===== config.mk =====
export PLATFORM = sky130hd
export DESIGN_NAME = full_subtractor_flat
export DESIGN_NICKNAME = d
export VERILOG_FILES = /design/src/rtl/full_subtractor_if.sv /design/src/rtl/full_subtractor.sv /design/src/flat_wrapper.sv
export SDC_FILE = /design/constraint.sdc
export NUM_CORES = 1
export LEC_CHECK = 0
export ABC_AREA = 1
export ABC_CLOCK_PERIOD_IN_PS = 1120
export CORE_AREA = 2 2 39 41
export CTS_CLUSTER_SIZE = 14
export DETAILED_ROUTE_END_ITERATION = 10
export DIE_AREA = 0 0 41 43
export GPL_TIMING_DRIVEN = 0
export MAX_ROUTING_LAYER = met4
export PLACE_DENSITY = 0.35
export SYNTH_ARGS = -nofsm -noshare
export SYNTH_HDL_FRONTEND = slang
export SYNTH_SLANG_ARGS = --single-unit

===== constraint.sdc =====
create_clock -name clk -period 1.12 [get_ports clk]
set_input_delay 0.224 -clock clk [delete_from_list [all_inputs] [get_ports clk]]
set_output_delay 0.224 -clock clk [all_outputs]
set_load 0.01 [all_outputs]

===== src/rtl/full_subtractor_if.sv =====
// Bundles the operand, result and valid signals of full_subtractor.
// Ports (slave = DUT side):
//   a, b, borrow_in, in_valid           inputs to the subtractor
//   diff, borrow_out                    combinational result
//   diff_q, borrow_out_q, out_valid     registered result and its valid flag
interface full_subtractor_if #(
    parameter int unsigned WIDTH = 1
);
    logic [WIDTH-1:0] a;
    logic [WIDTH-1:0] b;
    logic             borrow_in;
    logic             in_valid;
    logic [WIDTH-1:0] diff;
    logic             borrow_out;
    logic [WIDTH-1:0] diff_q;
    logic             borrow_out_q;
    logic             out_valid;

    modport master (
        output a, b, borrow_in, in_valid,
        input  diff, borrow_out, diff_q, borrow_out_q, out_valid
    );

    modport slave (
        input  a, b, borrow_in, in_valid,
        output diff, borrow_out, diff_q, borrow_out_q, out_valid
    );
endinterface


===== src/rtl/full_subtractor.sv =====
// Structural ripple-borrow subtractor: computes a - b - borrow_in.
// Ports:
//   clk   rising-edge clock, used only by the registered copy
//   rst   synchronous active-high reset of the registered copy
//   bus   full_subtractor_if.slave:
//         a, b (WIDTH), borrow_in, in_valid in;
//         diff (WIDTH), borrow_out combinational out;
//         diff_q (WIDTH), borrow_out_q, out_valid registered out (1-cycle latency)
module full_subtractor #(
    parameter int unsigned WIDTH = 1
) (
    input  logic                 clk,
    input  logic                 rst,
    full_subtractor_if.slave     bus
);

    // Borrow chain: entry 0 is the external borrow, entry WIDTH leaves the MSB.
    logic [WIDTH:0]   bin_chain;
    logic [WIDTH-1:0] diff_c;

    assign bin_chain[0] = bus.borrow_in;

    // One full-subtractor cell per bit: two half subtractors and an OR.
    for (genvar i = 0; i < WIDTH; i++) begin : g_cell
        logic d1;
        logic b1;
        logic b2;

        assign d1               = bus.a[i] ^ bus.b[i];
        assign b1               = ~bus.a[i] & bus.b[i];
        assign diff_c[i]        = d1 ^ bin_chain[i];
        assign b2               = ~d1 & bin_chain[i];
        assign bin_chain[i + 1] = b1 | b2;
    end

    // Combinational result, independent of clk/rst.
    assign bus.diff       = diff_c;
    assign bus.borrow_out = bin_chain[WIDTH];

    logic [WIDTH-1:0] res_diff_q;
    logic [WIDTH-1:0] res_diff_d;
    logic             res_borrow_q;
    logic             res_borrow_d;
    logic             out_valid_q;
    logic             out_valid_d;

    // Capture the result only on qualified inputs; otherwise hold.
    always_comb begin
        res_diff_d   = res_diff_q;
        res_borrow_d = res_borrow_q;
        out_valid_d  = bus.in_valid;
        if (bus.in_valid) begin
            res_diff_d   = diff_c;
            res_borrow_d = bin_chain[WIDTH];
        end
    end

    always_ff @(posedge clk) begin
        if (rst) begin
            res_diff_q   <= '0;
            res_borrow_q <= 1'b0;
            out_valid_q  <= 1'b0;
        end else begin
            res_diff_q   <= res_diff_d;
            res_borrow_q <= res_borrow_d;
            out_valid_q  <= out_valid_d;
        end
    end

    assign bus.diff_q       = res_diff_q;
    assign bus.borrow_out_q = res_borrow_q;
    assign bus.out_valid    = out_valid_q;

endmodule


===== src/flat_wrapper.sv =====
// flat-port wrapper written by rule: the top's interface ports become plain ports
module full_subtractor_flat 
#(
    parameter int unsigned WIDTH = 1
)
  (clk, rst, bus_a, bus_b, bus_borrow_in, bus_in_valid, bus_diff, bus_borrow_out, bus_diff_q, bus_borrow_out_q, bus_out_valid);
  full_subtractor_if #(.WIDTH(WIDTH)) bus_i ();
  input  logic clk;
  input  logic rst;
  input wire logic [$bits(bus_i.a)-1:0] bus_a;
  input wire logic [$bits(bus_i.b)-1:0] bus_b;
  input wire logic [$bits(bus_i.borrow_in)-1:0] bus_borrow_in;
  input wire logic [$bits(bus_i.in_valid)-1:0] bus_in_valid;
  output wire logic [$bits(bus_i.diff)-1:0] bus_diff;
  output wire logic [$bits(bus_i.borrow_out)-1:0] bus_borrow_out;
  output wire logic [$bits(bus_i.diff_q)-1:0] bus_diff_q;
  output wire logic [$bits(bus_i.borrow_out_q)-1:0] bus_borrow_out_q;
  output wire logic [$bits(bus_i.out_valid)-1:0] bus_out_valid;
  assign bus_i.a = bus_a;
  assign bus_i.b = bus_b;
  assign bus_i.borrow_in = bus_borrow_in;
  assign bus_i.in_valid = bus_in_valid;
  assign bus_diff = bus_i.diff;
  assign bus_borrow_out = bus_i.borrow_out;
  assign bus_diff_q = bus_i.diff_q;
  assign bus_borrow_out_q = bus_i.borrow_out_q;
  assign bus_out_valid = bus_i.out_valid;
  full_subtractor #(.WIDTH(WIDTH)) u_core (.clk(clk), .rst(rst), .bus(bus_i));
endmodule

## After elaboration in Yosys (flattened, before gate mapping)

Index checks and enable logic that the tools add are counted.

| storage, ports and cells | value |
|---|---|
| bits in registers | 3 |
| bits in latches | 0 |
| memory bits (writable) | 0 |
| memory bits (read-only) | 0 |
| input bits | 6 |
| output and inout bits | 5 |
| logic and storage cells | 10 |
| memories kept | 0 |

| operators by class | value |
|---|---|
| $add $sub $neg | 0 |
| $mul | 0 |
| divide/modulo/power cells | 0 |
| $lt $le $gt $ge | 0 |
| equality and inequality tests | 0 |
| shift-type cells | 0 |
| muxes and demuxes | 0 |
| bitwise gates (word level) | 7 |
| reduce and logical (&&, ||, !) cells | 0 |

Operators by type and width:

| operator | number |
|---|---|
| 1-bit AND | 2 |
| 1-bit NOT | 2 |
| 1-bit XOR | 2 |
| 1-bit OR | 1 |

## Longest topological paths before layout

| logic depth | value |
|---|---|
| depth after elaboration | 4 |
| depth in mapped cells | 5 |
| depth with buffers taken out | 5 |

## Worst setup path before layout

Ideal clock, no wire load.

| path | value |
|---|---|
| path kind | input port to output port |
| start | in bus_b |
| end | out bus_diff |
| arrival time | 0.866 ns |
| required time | 0.896 ns |
| setup slack | 0.030 ns |
| stages | 2 |
| buffers on the path | 0 |
| cell sequence | inv_1 > fa_1 |

| between the ends | value |
|---|---|
| word-level cells in the longest chain between the ends | 2 |

RTL lines:

| element | RTL line | text |
|---|---|---|
| start: declaration | flat_wrapper.sv:11 | `input wire logic [$bits(bus_i.b)-1:0] bus_b;` |
| 1-bit XOR | full_subtractor.sv:29 | `assign d1 = bus.a[i] ^ bus.b[i];` |
| 1-bit XOR | full_subtractor.sv:31 | `assign diff_c[i] = d1 ^ bin_chain[i];` |
| end: declaration | flat_wrapper.sv:14 | `output wire logic [$bits(bus_i.diff)-1:0] bus_diff;` |

Every way passes these cells.

## Final worst setup path

| path | value |
|---|---|
| start | in bus_a |
| end | out bus_diff |

| between the ends | value |
|---|---|
| word-level cells in the longest chain between the ends | 2 |

RTL lines:

| element | RTL line | text |
|---|---|---|
| start: declaration | flat_wrapper.sv:10 | `input wire logic [$bits(bus_i.a)-1:0] bus_a;` |
| 1-bit XOR | full_subtractor.sv:29 |  |
| 1-bit XOR | full_subtractor.sv:31 |  |

Every way passes these cells.

==> flow_summary.json <==
{
  "worstPathRequired_ns": 0.90,
  "yosysWarnings": 0,
  "post-dp-hpwl_um": 273,
  "synth.area.mux_share_pct": 0,
  "die_h_um": 43,
  "cts_tree": "yes",
  "postLayoutCoreUtil_pct": 21.2,
  "areaGrowthSynthToFinish_pct": 120,
  "max-cap-violations": 0,
  "p_leak_nw": 0.158,
  "viasPerCell": 3.20,
  "worstMarginPinSlew_ns": 0.175,
  "synth_fa_ha_area_share_pct": 15.0,
  "synth_seq_cells": 3,
  "switchingPower_mw": 0.0987,
  "power_frac_clock_pct": 46.9,
  "violations": "negative setup slack",
  "ant_nets": 0,
  "cpMaxStageDelayCell": "fa_2",
  "end_kind": "output pin",
  "final_nets": 41,
  "crit_chain": "buf_6 > fa_2 > buf_6",
  "cts_sinks": 3,
  "n_antenna_cell": 0,
  "fin_skew_ns": 0,
  "synth_compound_area_share_pct": 7.48,
  "rows": 14,
  "syn-num-nets": 24,
  "root_buffer": "clkbuf_4",
  "p_per_area_nw_per_um2": 1380,
  "cts_max_path_buffers": 2,
  "gr-total-overflow": 0,
  "placed_cell_area_um2": 254,
  "startpoint_type": "input pin",
  "drc": 0,
  "crit_fanout": 2,
  "layout_setup_ws_ns": -0.116,
  "internal_power_mw": 0.308,
  "yosys.area.top_type_share_pct": 44.9,
  "hold_path_class": "reg -> reg",
  "drv_slew": 0,
  "synth_area_leaders": "dfxtp_1 (45%), inv_1 (17%), fa_1 (15%)",
  "critPathKind": "in -> out",
  "drt_iter0_drc": 2,
  "ir_drop_uv": 538,
  "synth_top_family_by_area": "buffers and inverters",
  "setup_viol": 1,
  "syn_inst": 17,
  "post_cts_hold_buffer_count": 0,
  "ios": 11,
  "synthXorXnorAreaFrac_pct": 0,
  "vias": 157,
  "first_global_vias": 154,
  "max_freq_ghz": 0.809,
  "synth_area_per_cell_um2": 7.88,
  "antenna_found_initial": 0,
  "rsz0062_at_grt": "true",
  "drive_gt1_share_pct": 42.4,
  "cts_buffers": 3,
  "finalCriticalPeriod_ns": 1.24,
  "grt_use_total_pct": 6.29,
  "crit_top_cell": "buf_6",
  "dr.pass1.iters": 2,
  "die_width_um": 41,
  "yosys.cell_types.count": 8,
  "hold_viol_final": 0,
  "combPwrFrac_pct": 24.0,
  "nFillCells": 153,
  "initial_utilization_pct": 9.67,
  "finalWirelength_um": 357,
  "netSwitchingFraction_pct": 24.3,
  "tns_ns": -0.116,
  "gp_congestion": 0.591,
  "wire_per_inst_um": 7.29,
  "outcome": "finished, violations left",
  "io_buffers": 10,
  "htreeDepth": 1,
  "synth.cell_area_um2": 134,
  "min_period_over_period_pct": 110,
  "seq_power_share_pct": 29.1,
  "clk_latency_ns": 0.23,
  "ys_seq_area_share_pct": 44.9,
  "synthSimpleGateAreaFrac_pct": 15.9,
  "die_area_um2": 1760,
  "yosys.area.top_type": "dfxtp_1",
  "critical_path_arrival_ns": 1.01,
  "core_um2": 1380,
  "grt_pass1_wl_um": 607,
  "clk_pin_slew_ns": 0.04,
  "power.total_mw": 0.407,
  "maxSlewHeadroom_pct": 88.2,
  "critical_path.max_stage_delay_ns": 0.59,
  "fin_area_um2": 294,
  "grt_max_degree": 5
}
## layout make-up
type / count / area, um2 / area share (%)
well taps: 16 / 20.0 / 6.81
clock buffers: 4 / 26.3 / 8.94
multi-input cells: 8 / 53.8 / 18.3
repair buffers: 12 / 111 / 37.9
flip-flops and latches: 3 / 60.1 / 20.4
inverters: 6 / 22.5 / 7.66
## power groups by stage
stage | Sequential [mW] | Combinational, mW | Clock [mW]
finish | 0.118 | 0.0975 | 0.191
global route | 0.119 | 0.108 | 0.211
CTS | 0.118 | 0.0919 | 0.200
detailed placement | 0.120 | 0.0873 | 0
global placement | 0.120 | 0.0848 | 0
floorplan | 0.124 | 0.0286 | 0
## flip-flops by register name (all words and copies together), names as in the netlist
signal	flops
u_core.bus.diff_q	1
u_core.bus.borrow_out_q	1
u_core.bus.out_valid	1
## cell families (layout without fill, tap and decap cells)
group                    Yosys count  in the layout
buffers and inverters              6             22
adder cells (fa/ha/maj)            1              1
AO/OA/AOI/OAI                      2              2
flip-flops                         3              3
AND/OR/NAND/NOR                    5              5
## stage by stage
step	std cells	hold slack [ns]	worst slack, ns
3_3_place_gp	43	0.475	-0.955
5_1_grt	49	0.512	-0.133
2_1_floorplan	17	0.296	0.0296
4_1_cts	49	0.485	-0.119
6_report	49	0.480	-0.116
3_5_place_dp	43	0.481	-0.980
## layout by cell type (no fill, tap or decap), drive strengths merged
| cell | count |
|---|---|
| buf | 7 |
| fa | 1 |
| o21ai | 2 |
| dfxtp | 3 |
| clkbuf | 4 |
| inv | 6 |
| nand2 | 1 |
| clkdlybuf4s50 | 2 |
| dlygate4sd2 | 3 |
| nor2 | 4 |
## metal layers
layer	global-route usage (%)	vias up	wire length, um
met3	9.42	0	76
li1	-	78	-
met2	6.56	13	130
met4	2.00	0	0
met5	-	-	0
met1	6.15	66	150
## path summary, 6_finish.rpt
| kind | start | end | slack [ns] | cells past startpoint |
|---|---|---|---|---|
| worst max-delay path | bus_a | bus_diff | -0.12 | 3 |
| worst min-delay path | u_core.bus.borrow_out_q$_SDFFE_PP0P_ | u_core.bus.borrow_out_q$_SDFFE_PP0P_ | 0.48 | 2 |
| worst max register to register | u_core.bus.diff_q$_SDFFE_PP0P_ | u_core.bus.diff_q$_SDFFE_PP0P_ | 0.46 | 2 |
| worst min register to register | u_core.bus.borrow_out_q$_SDFFE_PP0P_ | u_core.bus.borrow_out_q$_SDFFE_PP0P_ | 0.48 | 2 |
## synthesized netlist by cell type (all sizes together)
library cell  number
o21ai              2
fa                 1
dfxtp              3
nor2               4
inv                6
nand2              1
## repair_timing
action | CTS | global route
setup endpoints to repair | 7 | 2
gates resized for setup | 25 | 3
setup buffers | 2 | 0
pin swaps | 1 | 1
## critical path, delay by kind of cell
kind,cells,cell delay (ns)
adder cells (fa/ha/maj),1,0.59
buffers and inverters,2,0.20
Power figures use the tool's default switching activity.
